===== src/rtl/weight_buffer.sv =====
// Runtime-loaded kernel weight RAM with a fetch engine that streams one kernel
// out of a registered-read RAM into a flat word, weight 0 in the MSBs.
module weight_buffer #(
   parameter int unsigned DATA_W      = 8,
   parameter int unsigned KSIZE       = 5,
   parameter int unsigned NUM_KERNELS = 12
) (
   input  logic                                clk,
   input  logic                                rst_n,
   input  logic                                load_start,
   input  logic                                load_valid,
   input  logic signed [DATA_W-1:0]            load_data,
   output logic                                load_ready,
   output logic                                loaded,
   input  logic                                req_valid,
   input  logic [$clog2(NUM_KERNELS)-1:0]      req_kidx,
   output logic                                req_ready,
   output logic                                req_err,
   output logic                                kern_valid,
   input  logic                                kern_ready,
   output logic [DATA_W*KSIZE*KSIZE-1:0]       kern_flat
);

   localparam int unsigned KW    = KSIZE * KSIZE;
   localparam int unsigned DEPTH = NUM_KERNELS * KW;
   localparam int unsigned IW    = $clog2(NUM_KERNELS);
   localparam int unsigned AW    = $clog2(DEPTH);
   localparam int unsigned CW    = $clog2(KW + 1);
   localparam int unsigned FW    = DATA_W * KW;

   typedef enum logic [2:0] {EMPTY, LOAD, IDLE, FETCH, OUT} state_t;

   state_t                    state, state_nxt;
   logic [AW-1:0]             wr_ptr, wr_ptr_nxt;
   logic [AW-1:0]             base, base_nxt;
   logic [AW-1:0]             rd_addr_c;
   logic [CW-1:0]             cnt, cnt_nxt;
   logic                      loaded_nxt, load_ready_nxt, req_ready_nxt;
   logic                      req_err_nxt, kern_valid_nxt;
   logic                      wr_fire_c, req_fire_c, kidx_bad_c, last_word_c;
   logic                      rd_en_c, shift_c;
   logic signed [DATA_W-1:0]  mem [DEPTH];
   logic signed [DATA_W-1:0]  rd_data;

   assign wr_fire_c   = load_valid && load_ready;
   assign req_fire_c  = req_valid && req_ready;
   // Zero-extended compare so a power-of-two kernel count cannot wrap to 0
   assign kidx_bad_c  = {1'b0, req_kidx} >= (IW + 1)'(NUM_KERNELS);
   assign last_word_c = (wr_ptr == AW'(DEPTH - 1));
   assign rd_en_c     = (state == FETCH) && (cnt < CW'(KW));
   // Read data lags the address by one cycle, so capture starts at cnt=1
   assign shift_c     = (state == FETCH) && (cnt != '0);
   assign rd_addr_c   = base + AW'(cnt);

   always_ff @(posedge clk or negedge rst_n) begin
      if (!rst_n) state <= EMPTY;
      else        state <= state_nxt;
   end

   always_comb begin
      state_nxt = state;
      case (state)
         EMPTY: if (load_start) state_nxt = LOAD;
         LOAD:  if (wr_fire_c && last_word_c) state_nxt = IDLE;
         IDLE: begin
            if (load_start)                      state_nxt = LOAD;
            else if (req_fire_c && !kidx_bad_c)  state_nxt = FETCH;
         end
         FETCH: if (cnt == CW'(KW)) state_nxt = OUT;
         OUT:   if (kern_ready) state_nxt = IDLE;
         default: state_nxt = EMPTY;
      endcase
   end

   always_comb begin
      loaded_nxt     = loaded;
      wr_ptr_nxt     = wr_ptr;
      base_nxt       = base;
      cnt_nxt        = '0;
      req_err_nxt    = 1'b0;
      load_ready_nxt = (state_nxt == LOAD);
      req_ready_nxt  = (state_nxt == IDLE);
      kern_valid_nxt = (state_nxt == OUT);
      case (state)
         EMPTY: begin
            if (load_start) begin
               loaded_nxt = 1'b0;
               wr_ptr_nxt = '0;
            end
         end
         IDLE: begin
            if (load_start) begin
               loaded_nxt = 1'b0;
               wr_ptr_nxt = '0;
            end else if (req_fire_c) begin
               if (kidx_bad_c) req_err_nxt = 1'b1;
               else            base_nxt    = AW'(req_kidx) * AW'(KW);
            end
         end
         LOAD: begin
            if (wr_fire_c) begin
               wr_ptr_nxt = wr_ptr + 1'b1;
               if (last_word_c) loaded_nxt = 1'b1;
            end
         end
         FETCH: cnt_nxt = cnt + 1'b1;
         default: ;
      endcase
   end

   always_ff @(posedge clk or negedge rst_n) begin
      if (!rst_n) begin
         loaded     <= 1'b0;
         load_ready <= 1'b0;
         req_ready  <= 1'b0;
         req_err    <= 1'b0;
         kern_valid <= 1'b0;
         kern_flat  <= '0;
         wr_ptr     <= '0;
         base       <= '0;
         cnt        <= '0;
      end else begin
         loaded     <= loaded_nxt;
         load_ready <= load_ready_nxt;
         req_ready  <= req_ready_nxt;
         req_err    <= req_err_nxt;
         kern_valid <= kern_valid_nxt;
         wr_ptr     <= wr_ptr_nxt;
         base       <= base_nxt;
         cnt        <= cnt_nxt;
         if (shift_c) kern_flat <= {kern_flat[FW-DATA_W-1:0], rd_data};
      end
   end

   // Weight storage: contents are not reset and are only trusted after a reload
   always_ff @(posedge clk) begin
      if (wr_fire_c) mem[wr_ptr] <= load_data;
      if (rd_en_c)   rd_data     <= mem[rd_addr_c];
   end

endmodule


===== config.mk =====
export PLATFORM = sky130hd
export DESIGN_NAME = weight_buffer
export DESIGN_NICKNAME = d
export VERILOG_FILES = /design/src/rtl/weight_buffer.sv
export SDC_FILE = /design/constraint.sdc
export NUM_CORES = 2
export LEC_CHECK = 0
export CORE_ASPECT_RATIO = 0.9
export CORE_MARGIN = 2
export CORE_UTILIZATION = 50
export DETAILED_ROUTE_END_ITERATION = 8
export PLACE_DENSITY = 0.7
export SYNTH_ARGS = -nofsm -noshare
export SYNTH_HDL_FRONTEND = slang
export SYNTH_SLANG_ARGS = --single-unit

===== constraint.sdc =====
create_clock -name clk -period 7.65 [get_ports clk]
set_clock_uncertainty 0.2 [all_clocks]
set_input_delay 0.765 -clock clk [delete_from_list [all_inputs] [get_ports clk]]
set_output_delay 0.765 -clock clk [all_outputs]
set_load 0.1 [all_outputs]

# [Word level (Yosys, flattened, before mapping)]
# Memory sizes are Yosys's and may differ from the RTL's. A register that Yosys moved wholly into a read port is not among the register bits.
# Index checks and enable logic that the tools add are counted.
[op_classes] n_eq_ne=12 mul=1 addsub=3 bitwise=2 n_div=0 n_lt_le_gt_ge=2 n_reduce_logical=14 mux=21 shift=0
[ops] cell="$mux 3" count=6
[ops] cell="$mux 9" count=2
[ops] cell="$pmux 9 s2" count=1
[ops] cell="$pmux 3 s5" count=1
[ops] cell="$add 9x1->9 const B" count=1
[ops] cell="$add 9x5->9" count=1
[ops] cell="$eq 3x2->1 const B" count=3
[ops] cell="$eq 9x9->1 const B" count=1
[ops] cell="$mul 4x5->9 const B" count=1
[ops] cell="$mux 1" count=9
[ops] cell="$reduce_and 4->1" count=2
[ops] cell="$eq 3x1->1 const B" count=2
[ops] cell="$eq 3x3->1 const B" count=2
[ops] cell="$logic_and 1x1->1" count=6
[ops] cell="$add 5x1->5 const B" count=1
[ops] cell="$eq 5x5->1 const B" count=1
[ops] cell="$lt 5x5->1 const B" count=1
[ops] cell="$mux 5" count=1
[ops] cell="$reduce_bool 5->1" count=1
[ops] cell="$ge 4x4->1 const B" count=1
[ops] cell="$ne 2x2->1 const B" count=2
[ops] cell="$logic_not 3->1" count=1
[ops] cell="$reduce_and 3->1" count=1
[ops] cell="$ne 2x1->1 const B" count=1
[ops] cell="other kinds (5)" count=6
[word_totals] mem_bits_ro=0 reg_bits=231 latchBits=0 inputBits=18 mem_count=1 mem_bits_rw=2400
[memory_table] memory="mem" depth=300 word_bits=8 read_ports=1 rd_clocked_by_memory_dff=1 wr=1 line_no="42" rtl="logic signed [DATA_W-1:0] mem [DEPTH];"

# [Logic depth before layout (Yosys ltp)]
[logic_depth] ltp_word=7 ltp_mapped=15 ltp_nobuf=11

# [Least setup slack after synthesis]
# Ideal clock, no wire load.
[synth_path] kind="register to register" start="register cnt[0]" end="register rd_data[6] (read register of mem), data pin" period_less_slack_ps=3544 stages_incl_launch_ff=14 n_path_buf=4 arrival_ps=3068 setup_slack_ps=4106 cell_sequence="dfrtp_1 -> ha_1 -> inv_1 -> fa_1 -> buf_2 -> buf_4 -> buf_2 -> buf_1 -> mux4_2 -> a211oi_1 -> a311oi_1 -> or3_1 -> o211ai_1 -> o221ai_1"
[synth_between] elab_chain_len=2 elab_cells_between_ends=3 cone_classes="1 x add/sub; 1 x order compare; 1 x reduce/logical"
[synth_rtl] element="start: declaration" line_no="37" rtl="logic [CW-1:0] cnt, cnt_nxt;"
[synth_rtl] element="start signal: assignment" line_no="130" rtl="cnt <= cnt_nxt;"
[synth_rtl] element="parallel branches: the longest is 2 deep, another holds $add 9x5->9"
[synth_rtl] element="end: declaration" line_no="43" rtl="logic signed [DATA_W-1:0] rd_data;"
# Several ways; the timed one is not identified.
# A chain may end at the register's enable or synchronous reset.

# [Worst setup path after layout]
[layout_path] start="register cnt[0]" end="register rd_data[5] (read register of mem), data pin"
# Same word-level chain as after synthesis.

==> summary.txt <==
Die
  • Die width: 482 µm
  • Core area: 204,000 µm²
  • Die height: 434 µm
  • Row count: 157
  • Ports: 223
  • Initial Util: 50.4%
  • Die area: 210,000 µm²

Clock tree
  • Worst-case clock buffer depth: 4
  • H-tree Lvls: 5
  • Clock root buffer: clkbuf_16
  • CTS tree: yes
  • Clk pin slew, worst setup/hold paths: 0.07 ns
  • Worst skew pair latency: 0.94 ns
  • Setup Fix Bufs, Post-CTS: 0
  • Clock buffers created by TritonCTS: 275
  • Clk sink count: 2,639
  • Post-CTS sizing: 0

Setup path
  • RR Endpoint: rd_data[5]
  • Setup crit start kind: register
  • Cell mode on critical path: nand3_1
  • Length in cells of the worst reg-to-reg path: 11
  • Flop2flop setup slack: 2.10 ns
  • Critical path launch point: cnt[0]
  • Critical Path AT: 6.00 ns
  • Crit path kind: register to register
  • Critical Path RT: 8.10 ns
  • Slowest-stage cell, CP: fa_4
  • Crit. End Element: register
  • Critical R2R Launch: cnt[0]
  • Worst Path Max Fanout: 43
  • Crit path largest cell delay: 1.43 ns
  • CP Cell Sequence: ha_4 -> inv_1 -> fa_4 -> buf_4 -> mux4_2 -> o21ai_0 -> nand3_1 -> a2111oi_0 -> a211oi_1 -> o211ai_1 -> nand3_1

Timing
  • RSZ-0062 raised after global routing: no
  • # setup viols final: 0
  • Final Max Slew Viols: 0
  • Worst-Margin Slew: 1.34 ns
  • Final min period: 5.55 ns
  • Slew margin rel.: 9.73%
  • Crit share post-route: 72.5%
  • Setup TNS: 0 ns
  • Final Hold Fails: 0
  • F_max: 180 MHz

Drt
  • Post-route DRC: 0
  • DRT Pass-1 Iters: 6
  • Drt initial violations: 7,559
  • Vias: 51,300
  • Drt wl/cell: 31.1 µm
  • Vias per cell: 6.33
  • Final wirelength: 252,000 µm
  • Antenna viol nets, final: 0

Final layout
  • Area growth, synth to finish: 13.3%
  • Layout Nets: 5,241
  • Layout cells sized above 1: 25.5%
  • Fillers: 14,600
  • Design Area, Final: 117,000 µm²

Global routing
  • Initial antenna violation count: 13
  • Vias in the first global route: 50,500
  • Largest net degree at the start of global routing: 201
  • GRT overflow: 0
  • Total global-route track usage: 24.1%
  • First-pass GRT wire length: 364,000 µm

Power and ir drop
  • Max VDD drop: 0.000219 V
  • Comb pwr share: 6.4%
  • Power Internal: 23,900 µW
  • P_sw: 6720 µW
  • Reg power frac: 52.1%
  • Sw frac: 21.9%
  • Clock share of power: 41.5%
  • Leak: 0.0374 µW
  • Power per cell area: 263 nW/µm²

Outcome
  • Status: complete, no violations

Synth
  • Syn_nets: 4,932
  • Largest area contributor in the netlist: edfxtp_1
  • Synth top area cells: edfxtp_1 70%, mux4_2 14%, dfrtp_1 5.6%
  • Cells after Synth: 4,889
  • Count of cell types in the netlist: 69
  • YS warnings: 0
  • Register bit total from synthesis: 2,639
  • Seq/Total Area, Yosys: 75.9%
  • Synth Flop Type: edfxtp_1
  • Count leader, synth: edfxtp_1
  • Share of the synthesized area in the top cell type: 70.3%
  • Commonest cells post-synth: 2,408 x edfxtp_1, 658 x mux4_2, 344 x nor2_1
  • Syn_area_per_cell: 21.1 µm²
  • Post-synth ARST share: 8.75%
  • Synth Cell Area: 103,000 µm²
  • Post-synth EDFFs: 2,408

Min path
  • Worst hold start: load_data[5]
  • Hold Path Depth: 1
  • Min-Delay Endpoint: mem[33][5]
  • Hold Path Class: primary input to register

Placed design
  • Dpl cell area: 108,000 µm²
  • DP Wirelength: 146,000 µm
  • Final GP Congestion: 0.851
  • I/O Buffers: 222

Run
  • MaxCap Viol Count: 0
-- routing by layer --
metal | GRT usage, % | routed length [µm] | up-vias
met5 | 0 | 34 | -
met2 | 35.3 | 114000 | 3137
li1 | - | - | 20800
met4 | 7.68 | 7910 | 6
met3 | 6.54 | 30400 | 482
met1 | 35.5 | 99400 | 26900
-- per-stage QoR --
step / worst slack (ns) / hold WS, ns / util, % / total power, µW / std cells
floorplan: 4.11 / 0.254 / - / 17300 / 4889
global placement: 2.18 / 0.290 / 53.0 / 18200 / 7623
detailed placement: 2.14 / 0.300 / 53.0 / 18200 / 7623
CTS: 2.15 / 0.156 / 57.1 / 30800 / 8090
global route: 1.96 / 0.191 / 57.1 / 31400 / 8090
finish: 2.10 / 0.178 / 57.1 / 30600 / 8098
-- power by group through the flow --
| stage | Clock [µW] | Combinational [µW] | Sequential (µW) |
|---|---|---|---|
| 2_1_floorplan | 0 | 971 | 16400 |
| 6_report | 12700 | 1960 | 15900 |
| 5_1_grt | 13400 | 2050 | 15900 |
| 3_5_place_dp | 0 | 1950 | 16200 |
| 4_1_cts | 12900 | 1960 | 15900 |
| 3_3_place_gp | 0 | 1930 | 16200 |
-- cell type report --
class	count	area (µm²)	area share (%)
diodes	8	20.0	0.0172
clock buffers	337	7330	6.28
clock inverters	129	1080	0.924
inverters	14	52.6	0.0451
multi-input cells	1955	23500	20.1
flip-flops and latches	2639	78100	67.0
well taps	2703	3380	2.90
repair buffers	313	3230	2.77
-- critical path, delay by kind of cell (launching register included) --
| kind | cells | cell delay [ns] |
|---|---|---|
| adders and majority gates | 2 | 1.62 |
| AOI/OAI and AO/OA | 4 | 1.49 |
| buffers and inverters | 2 | 0.72 |
| DFF | 1 | 0.49 |
| muxes | 1 | 0.39 |
| and+or+nand+nor | 2 | 0.27 |
-- cells in the final DEF, fill, tap and decap left out, drive strengths merged, types with 12 or more instances in the layout --
master	netlist	final
a21oi	31	31
dfrtp	231	231
o22ai	12	12
a211oi	18	18
o211ai	16	16
nand2	253	253
mux2i	51	51
o21ai	22	22
mux4	658	658
nand3	41	41
clkdlybuf4s50	0	213
nand4	40	40
clkinv	0	100
a32o	18	18
buf	170	99
mux2	226	226
bufinv	0	19
clkbuf	111	337
ha	23	23
inv	14	19
and3	29	29
edfxtp	2408	2408
nor3	18	18
nor2	347	347
a32oi	20	20
-- worst max path at each step --
stage / slack (ns) / end / depth (start not counted)
global route: 1.96 / rd_data[5] / 11
CTS: 2.15 / rd_data[5] / 11
detailed placement: 2.14 / rd_data[5] / 11
floorplan: 4.11 / rd_data[6] / 13
global placement: 2.18 / rd_data[5] / 11
finish: 2.10 / rd_data[5] / 11
-- repair_timing --
| action | CTS | global route |
|---|---|---|
| setup endpoints to repair | 0 | 0 |
| hold endpoints to repair | 119 | 0 |
| hold buffers | 1 | 0 |
-- state kept, by name (all words and copies together) (netlist names) --
name / count
state: 3
mem: 2400
base: 9
kern_valid: 1
wr_ptr: 9
load_ready: 1
cnt: 5
loaded: 1
req_ready: 1
req_err: 1
rd_data: 8
kern_flat: 200
-- cell families after synthesis --
group                    Yosys count  share of synthesized area, %
flip-flops                      2639                          75.9
buffers and inverters            295                          1.52
adder cells (fa/ha/maj)           25                         0.318
multiplexers                     935                          17.4
XOR/XNOR                          20                         0.210
AND/OR/NAND/NOR                  770                          3.19
AO/OA/AOI/OAI                    205                          1.52
No activity file was read; power rests on OpenSTA's default activity.
